File: config.mk
export PLATFORM = sky130hd
export DESIGN_NAME = decode_seq
export DESIGN_NICKNAME = d
export VERILOG_FILES = /design/src/rtl/decode_seq_pkg.sv /design/src/rtl/decode_op.sv /design/src/rtl/decode_seq.sv
export SDC_FILE = /design/constraint.sdc
export NUM_CORES = 1
export LEC_CHECK = 0
export CAP_MARGIN = 10
export CORE_ASPECT_RATIO = 0.75
export CORE_MARGIN = 2
export CORE_UTILIZATION = 39
export CTS_BUF_LIST = sky130_fd_sc_hd__clkbuf_8
export CTS_CLUSTER_SIZE = 14
export DETAILED_ROUTE_END_ITERATION = 7
export PLACE_DENSITY = 0.87
export SLEW_MARGIN = 5
export SYNTH_ARGS = -nofsm -noshare
export SYNTH_HDL_FRONTEND = slang
export SYNTH_SLANG_ARGS = --single-unit
File: constraint.sdc
create_clock -name clk -period 1.6 [get_ports clk]
set_input_delay 0.32 -clock clk [delete_from_list [all_inputs] [get_ports clk]]
set_output_delay 0.32 -clock clk [all_outputs]
set_load 0.01 [all_outputs]
File: src/rtl/decode_seq_pkg.sv
// Shared types for the MU0 sequencer: state encoding, opcode values, legal range.
// No timing of its own; consumed by decode_op and decode_seq.
package decode_seq_pkg;

  typedef enum logic [2:0] {
    S_FETCH,
    S_EXEC1,
    S_EXEC2,
    S_SHIFT,
    S_HALT
  } state_t;

  localparam logic [3:0] OP_LDA = 4'h0;
  localparam logic [3:0] OP_STA = 4'h1;
  localparam logic [3:0] OP_ADD = 4'h2;
  localparam logic [3:0] OP_SUB = 4'h3;
  localparam logic [3:0] OP_JMP = 4'h4;
  localparam logic [3:0] OP_JMI = 4'h5;
  localparam logic [3:0] OP_JEQ = 4'h6;
  localparam logic [3:0] OP_STP = 4'h7;
  localparam logic [3:0] OP_LDI = 4'h8;
  localparam logic [3:0] OP_LSL = 4'h9;
  localparam logic [3:0] OP_LSR = 4'hA;

  localparam logic [3:0] OP_LEGAL_MAX = 4'hA;
  localparam int NUM_OPS = 11;

endpackage

File: src/rtl/decode_op.sv
// Combinational opcode -> one-hot instruction decode; zero latency, no flow control.
// An all-zero op_hot means the opcode is illegal (upper bits set or beyond OP_LEGAL_MAX).
module decode_op
  import decode_seq_pkg::*;
#(
  parameter int OP_W = 4
) (
  input  logic [OP_W-1:0]    op,
  output logic [NUM_OPS-1:0] op_hot
);

  logic legal;

  assign legal = ((op >> 4) == '0) && (op[3:0] <= OP_LEGAL_MAX);

  always_comb begin
    op_hot = '0;
    for (int i = 0; i < NUM_OPS; i++) begin
      op_hot[i] = legal && (op[3:0] == 4'(i));
    end
  end

endmodule

File: src/rtl/decode_seq.sv
// MU0 instruction sequencer + strobe decoder: 2/3/1+shamt cycles per instruction, run leaves HALT.
// DECODE_ILLEGAL_TRAP_EN: illegal opcodes halt and set a sticky flag; otherwise they are NOPs.
module decode_seq
  import decode_seq_pkg::*;
#(
  parameter int OP_W    = 4,
  parameter int SHAMT_W = 4
) (
  input  logic               clk,
  input  logic               rst,
  input  logic               run,
  input  logic [OP_W-1:0]    op,
  input  logic [SHAMT_W-1:0] shamt,
  input  logic               EQ,
  input  logic               MI,
  output logic               fetch,
  output logic               exec1,
  output logic               exec2,
  output logic               shifting,
  output logic               halted,
  output logic               pc_sload,
  output logic               pc_cnt_en,
  output logic               mux1_sel,
  output logic               mux2_sel,
  output logic               mux3_sel,
  output logic               IR_en,
  output logic               RAM_wren,
  output logic               shiftreg_en,
  output logic               shiftreg_load,
  output logic               shiftreg_dir,
  output logic               alu_add_sub,
  output logic               illegal
);

  logic [NUM_OPS-1:0] op_hot;

  decode_op #(.OP_W(OP_W)) u_decode_op (
    .op     (op),
    .op_hot (op_hot)
  );

  logic is_lda, is_sta, is_add, is_sub, is_jmp, is_jmi;
  logic is_jeq, is_stp, is_ldi, is_lsl, is_lsr;
  logic is_shift, shamt_nz, shamt_ge2, trap;

  assign is_lda    = op_hot[OP_LDA];
  assign is_sta    = op_hot[OP_STA];
  assign is_add    = op_hot[OP_ADD];
  assign is_sub    = op_hot[OP_SUB];
  assign is_jmp    = op_hot[OP_JMP];
  assign is_jmi    = op_hot[OP_JMI];
  assign is_jeq    = op_hot[OP_JEQ];
  assign is_stp    = op_hot[OP_STP];
  assign is_ldi    = op_hot[OP_LDI];
  assign is_lsl    = op_hot[OP_LSL];
  assign is_lsr    = op_hot[OP_LSR];
  assign is_shift  = is_lsl | is_lsr;
  assign shamt_nz  = (shamt != '0);
  assign shamt_ge2 = (shamt > SHAMT_W'(1));

  state_t             state;
  logic [SHAMT_W-1:0] cnt;

  // EXEC1 performs the first shift step, so cnt holds the remaining SHIFT cycles.
  always_ff @(posedge clk or posedge rst) begin
    if (rst) begin
      state <= S_HALT;
      cnt   <= '0;
    end else begin
      case (state)
        S_FETCH: state <= S_EXEC1;
        S_EXEC1: begin
          if (is_lda | is_add | is_sub) begin
            state <= S_EXEC2;
          end else if (is_shift && shamt_ge2) begin
            state <= S_SHIFT;
            cnt   <= shamt - SHAMT_W'(1);
          end else if (is_stp || trap) begin
            state <= S_HALT;
          end else begin
            state <= S_FETCH;
          end
        end
        S_EXEC2: state <= S_FETCH;
        S_SHIFT: begin
          cnt <= cnt - SHAMT_W'(1);
          if (cnt <= SHAMT_W'(1)) begin
            state <= S_FETCH;
          end
        end
        S_HALT: begin
          if (run) begin
            state <= S_FETCH;
          end
        end
        default: state <= S_HALT;
      endcase
    end
  end

`ifdef DECODE_ILLEGAL_TRAP_EN
  logic illegal_q;

  assign trap = ~|op_hot;

  always_ff @(posedge clk or posedge rst) begin
    if (rst) begin
      illegal_q <= 1'b0;
    end else if (state == S_EXEC1 && trap) begin
      illegal_q <= 1'b1;
    end else if (state == S_HALT && run) begin
      illegal_q <= 1'b0;
    end
  end

  assign illegal = illegal_q;
`else
  assign trap    = 1'b0;
  assign illegal = 1'b0;
`endif

  assign fetch    = (state == S_FETCH);
  assign exec1    = (state == S_EXEC1);
  assign exec2    = (state == S_EXEC2);
  assign shifting = (state == S_SHIFT);
  assign halted   = (state == S_HALT);

  always_comb begin
    pc_sload      = 1'b0;
    pc_cnt_en     = 1'b0;
    mux1_sel      = 1'b0;
    mux2_sel      = 1'b0;
    mux3_sel      = 1'b0;
    IR_en         = 1'b0;
    RAM_wren      = 1'b0;
    shiftreg_en   = 1'b0;
    shiftreg_load = 1'b0;
    shiftreg_dir  = 1'b0;
    alu_add_sub   = 1'b0;
    case (state)
      S_FETCH: begin
        mux1_sel  = 1'b1;
        IR_en     = 1'b1;
        pc_cnt_en = 1'b1;
      end
      S_EXEC1: begin
        RAM_wren      = is_sta;
        pc_sload      = is_jmp | (is_jmi & MI) | (is_jeq & EQ);
        mux2_sel      = is_ldi;
        shiftreg_load = is_ldi;
        shiftreg_en   = is_ldi | (is_shift & shamt_nz);
        shiftreg_dir  = is_lsr & shamt_nz;
      end
      S_EXEC2: begin
        shiftreg_en   = 1'b1;
        shiftreg_load = 1'b1;
        mux3_sel      = is_add | is_sub;
        alu_add_sub   = is_add;
      end
      S_SHIFT: begin
        shiftreg_en  = 1'b1;
        shiftreg_dir = is_lsr;
      end
      default: ;
    endcase
  end

endmodule

======== Yosys cells after proc, flatten, opt, wreduce, memory -nomap -nowiden ========
Index checks and enable logic that the tools add are counted.
word-level totals
  word-level logic and storage cells ...... 73
  bits in registers ....................... 7
  output and inout bits ................... 17
operators by class
  add/subtract/negate cells ............... 2
  magnitude comparators ................... 3
  reductions and logical operators ........ 19
  eq/ne operators ......................... 18
  bitwise logic cells ..................... 11
  multiplexer cells ....................... 18
operator list
  kind                 number
  $eq 4x3->1 const B   4
  $mux 3               5
  $pmux 3 s5           1
  $eq 4x4->1 const B   3
  $logic_and 1x1->1    12
  $eq 4x2->1 const B   2
  $mux 4               2
  $pmux 4 s2           1
  $sub 4x1->4 const B  2
  $or 1x1->1           7
  $eq 3x2->1 const B   2
  $mux 1               6
  $pmux 1 s2           3
  $and 1x1->1          4
  $eq 4x1->1 const B   1
  $gt 4x1->1 const B   1
  $le 4x1->1 const B   1
  $le 4x4->1 const B   1
  $logic_not 4->1      1
  $ne 2x1->1 const B   2
  $ne 2x2->1 const B   2
  $reduce_bool 4->1    1
  $eq 3x1->1 const B   1
  $eq 3x3->1 const B   1
  other kinds (5)      5

======== Depth between registers and ports, before layout ========
  depth after elaboration ................. 7
  gate-level depth with buffers ........... 6

======== By module ========
A second synthesis with hierarchy kept.
unflattened totals
  cells, all modules ...................... 93
  area, all modules ....................... 840.8 µm²
modules (own cells, without submodules)
  module      instances  area an instance (µm²)  seq. area each (µm²)  cells each
  decode_seq  1          645.6                   176.4                 78
  decode_op   1          195.2                   0.0                   15

======== Worst setup path before layout ========
OpenSTA, ideal clock, no wires.
  path kind ............................... register -> output
  start point ............................. reg state[1]
  end point ............................... out shiftreg_load
  stages on the path, launching flop included .. 6
  path buffers ............................ 0
  arrival ................................. 1434 ps
  path slack .............................. -154 ps
  required time ........................... 1280 ps
  cell sequence ........................... dfrtp_1 or3b_4 clkinv_2 nand2b_4 or3_4 nand2_1
on the way
  word-level cells in the longest chain between the ends .. 2
RTL lines
  item                    RTL line           source
  start, declared         decode_seq.sv:61   state_t state;
  start signal, assigned  decode_seq.sv:67   state <= S_HALT;
  start signal, assigned  decode_seq.sv:71   S_FETCH: state <= S_EXEC1;
  start signal, assigned  decode_seq.sv:74   state <= S_EXEC2;
  $eq 3x1->1              n/a
  via exec1               decode_seq.sv:17   output logic exec1,
  $pmux 1 s2              decode_seq.sv:140  case (state)
  end, declared           decode_seq.sv:29   output logic shiftreg_load,
The timed path passes the listed nets, and every way through them passes these cells.

======== Worst setup path in the final report ========
  start point ............................. reg state[1]
  end point ............................... out shiftreg_en
on the way
  word-level cells in the longest chain between the ends .. 3
RTL lines
  item                       RTL line           source
  $eq 3x2->1                 decode_seq.sv:140
  $reduce_or 2->1 (no line)  n/a
  $pmux 1 s2 (*)             decode_seq.sv:140
  end, declared              decode_seq.sv:28   output logic shiftreg_en,
Every way passes the cells marked *; elsewhere a longest branch is shown, timed or not.

==> reports/metrics.yaml <==
fin_ws_ns: -0.513
synth-seq-cells: 7
fin_nets: 175
die_w_um: 52.9
crit_path_end_kind: "output pin"
critPathMaxFanout: 3
min_period_ns: 2.11
synth_edf_count: 0
cp_slowest_cell: "or3b_4"
vias: 1052
grt.total_usage: 0.287
numCtsBuffers: 3
finClkSkew_ns: 0.00278
synthFlopType: "dfrtp_1"
violations: "setup timing"
pin_count: 30
wl_per_cell_um: 22.9
io_buffers: 28
leakage_nw: 0.788
slew_violations: 0
worstPathRequired_ns: 1.28
netlist_area_um2: 699
cts_root_buf: "clkbuf_8"
peakVddDrop_mv: 1.24
clock_path_buffers: 2
layout-drive-gt1-share: 0.622
min_path_type: "in2async"
dieHeight_um: 40.7
dpl.hpwl_um: 1680
cts.sinks: 7
rsz0062_at_grt: "yes"
synthTopCellsByArea: "dfrtp_1 21%, ha_1 8.9%, inv_1 5.4%"
grt_max_degree: 9
max_freq_mhz: 473
clk_latency_ns: 0.24
ant_nets: 0
synth_nets: 104
clkTransAtPathRegs_ns: 0.04
worstSetupPathType: "reg2out"
drt_iter0_drc: 15
reg2reg_slack_ns: -0.11
start_kind: "register"
whs_ns: 0.314
yosysWarnings: 0
status: "finished with violations"
finalSetupViolations: 19
cap_violations: 0
ctsHtreeMaxLevel: 1
synth_top_cell_by_area: "dfrtp_1"
hold_viol_final: 0
grt_pass1_wl_um: 4220
netlist_instances: 86
p_per_area_mw_per_mm2: 1630
avgSynthCellArea_um2: 8.13
syn_to_final_growth_pct: 126
rows: 13
fin_util: 0.925
cpPeakStageDelay_ns: 0.43
via_per_inst: 5.88
fin_crit_sh: 1.32
dieArea_mm2: 0.00215
nFillCells: 60
antenna_found_initial: 0
grt_pass1_vias: 898
worstPathArrival_ns: 1.79
async_flop_share: 1.00
synth_top_area_frac: 0.215
overflow: 0
hold_buffers: 0
cts_tree: "done"
core-area_mm2: 0.00171
drc_errors: 0
firstDrtPassIters: 4
path_cells: "or3b_4, clkinv_4, nand2b_4, or3_4, nand3_2, buf_6"
routed_wl_um: 4110
gp_congestion: 0.863
ys_types: 35
yosysSeqAreaShare: 0.252
initial_core_util: 0.410
## worst paths after layout
check | from | cells past startpoint | end
worst max-delay path | state[1] | 6 | shiftreg_en
worst min-delay path | rst | 2 | state[0]
worst max register to register | state[2] | 8 | state[0]
worst min register to register | cnt[3] | 2 | state[0]
max in group asynchronous | rst | 2 | state[2]
min in group clk | shamt[0] | 3 | cnt[0]
## power by group
part	internal (W)	total (W)	leakage [nW]	switching, W
registers	0.000269	0.000377	0.0819	0.000108
logic	0.00101	0.00193	0.679	0.000921
clock network	0.000167	0.000259	0.0269	0.0000917
total	0.00145	0.00257	0.788	0.00112
## state kept, by name, indices dropped and copies added, names as in the netlist
signal and cells:
cnt 4, state 3
## layer usage
layer  track usage  wire, µm  vias up
met5             0         0        -
met1         0.324      1500      509
li1              -         -      438
met2         0.528      2030       78
met4         0.173       248        0
met3        0.0474       323       27
## logic make-up after synthesis
family	count (synthesis)	synth area share
AND/OR/NAND/NOR	37	0.318
AO/OA/AOI/OAI	17	0.181
buffers and inverters	15	0.104
flip-flops	7	0.252
adder cells (fa/ha/maj)	5	0.0894
XOR/XNOR	4	0.0501
other	1	0.00536
## synthesized netlist by cell type, drive strengths merged (2+ instances only)
cell    count
inv        10
a21oi       6
dfrtp       6
ha          5
nand2       5
nand3       5
nor2        5
buf         4
nor3        4
nand2b      3
nor2b       3
nor4        3
o21ai       3
or2         3
xor2        3
o211ai      2
## stage by stage
stage          cells  power (W)  area, µm²  setup TNS, ns  worst slack [ns]
3_3_place_gp     160    0.00147       1200          -7.76            -0.681
2_1_floorplan     86   0.000940        709         -0.411            -0.137
4_1_cts          167    0.00192       1340          -3.12            -0.409
6_report         179    0.00257       1580          -4.33            -0.513
5_1_grt          178    0.00264       1580          -4.74            -0.543
3_5_place_dp     160    0.00152       1200          -8.49            -0.683
## critical path, delay by kind of cell, from the launching register on
family                 cells  cell delay, ns
buffers and inverters      2            0.20
DFF                        1            0.38
and+or+nand+nor            4            0.97
## area by class of cell
cell class / count / area [µm²] / area share
antenna: 1 / 2.50 / 0.00158
clock buffer: 3 / 41.3 / 0.0261
clock inverter: 1 / 3.75 / 0.00238
inverter: 11 / 48.8 / 0.0309
multi-input combinational: 64 / 628 / 0.397
sequential: 7 / 176 / 0.112
tap: 22 / 27.5 / 0.0174
timing repair buffer: 70 / 652 / 0.413
## placed cells by master (no fill, tap or decap), types with 4 or more instances in the layout
master,count
buf_4,26
a21oi_2,4
dlymetal6s2s_1,6
clkdlybuf4s50_1,5
nand2_1,4
inv_1,6
dfrtp_1,6
inv_2,4
buf_6,26
nand3_1,4
nor2_1,4
buf_2,5
## timing repair
item,in CTS,in global routing
gates resized for setup,84,53
endpoints found under the setup margin,22,22
pin swaps,7,15
buffers inserted,4,13
Note: power is estimated with default switching activity, not from simulation.
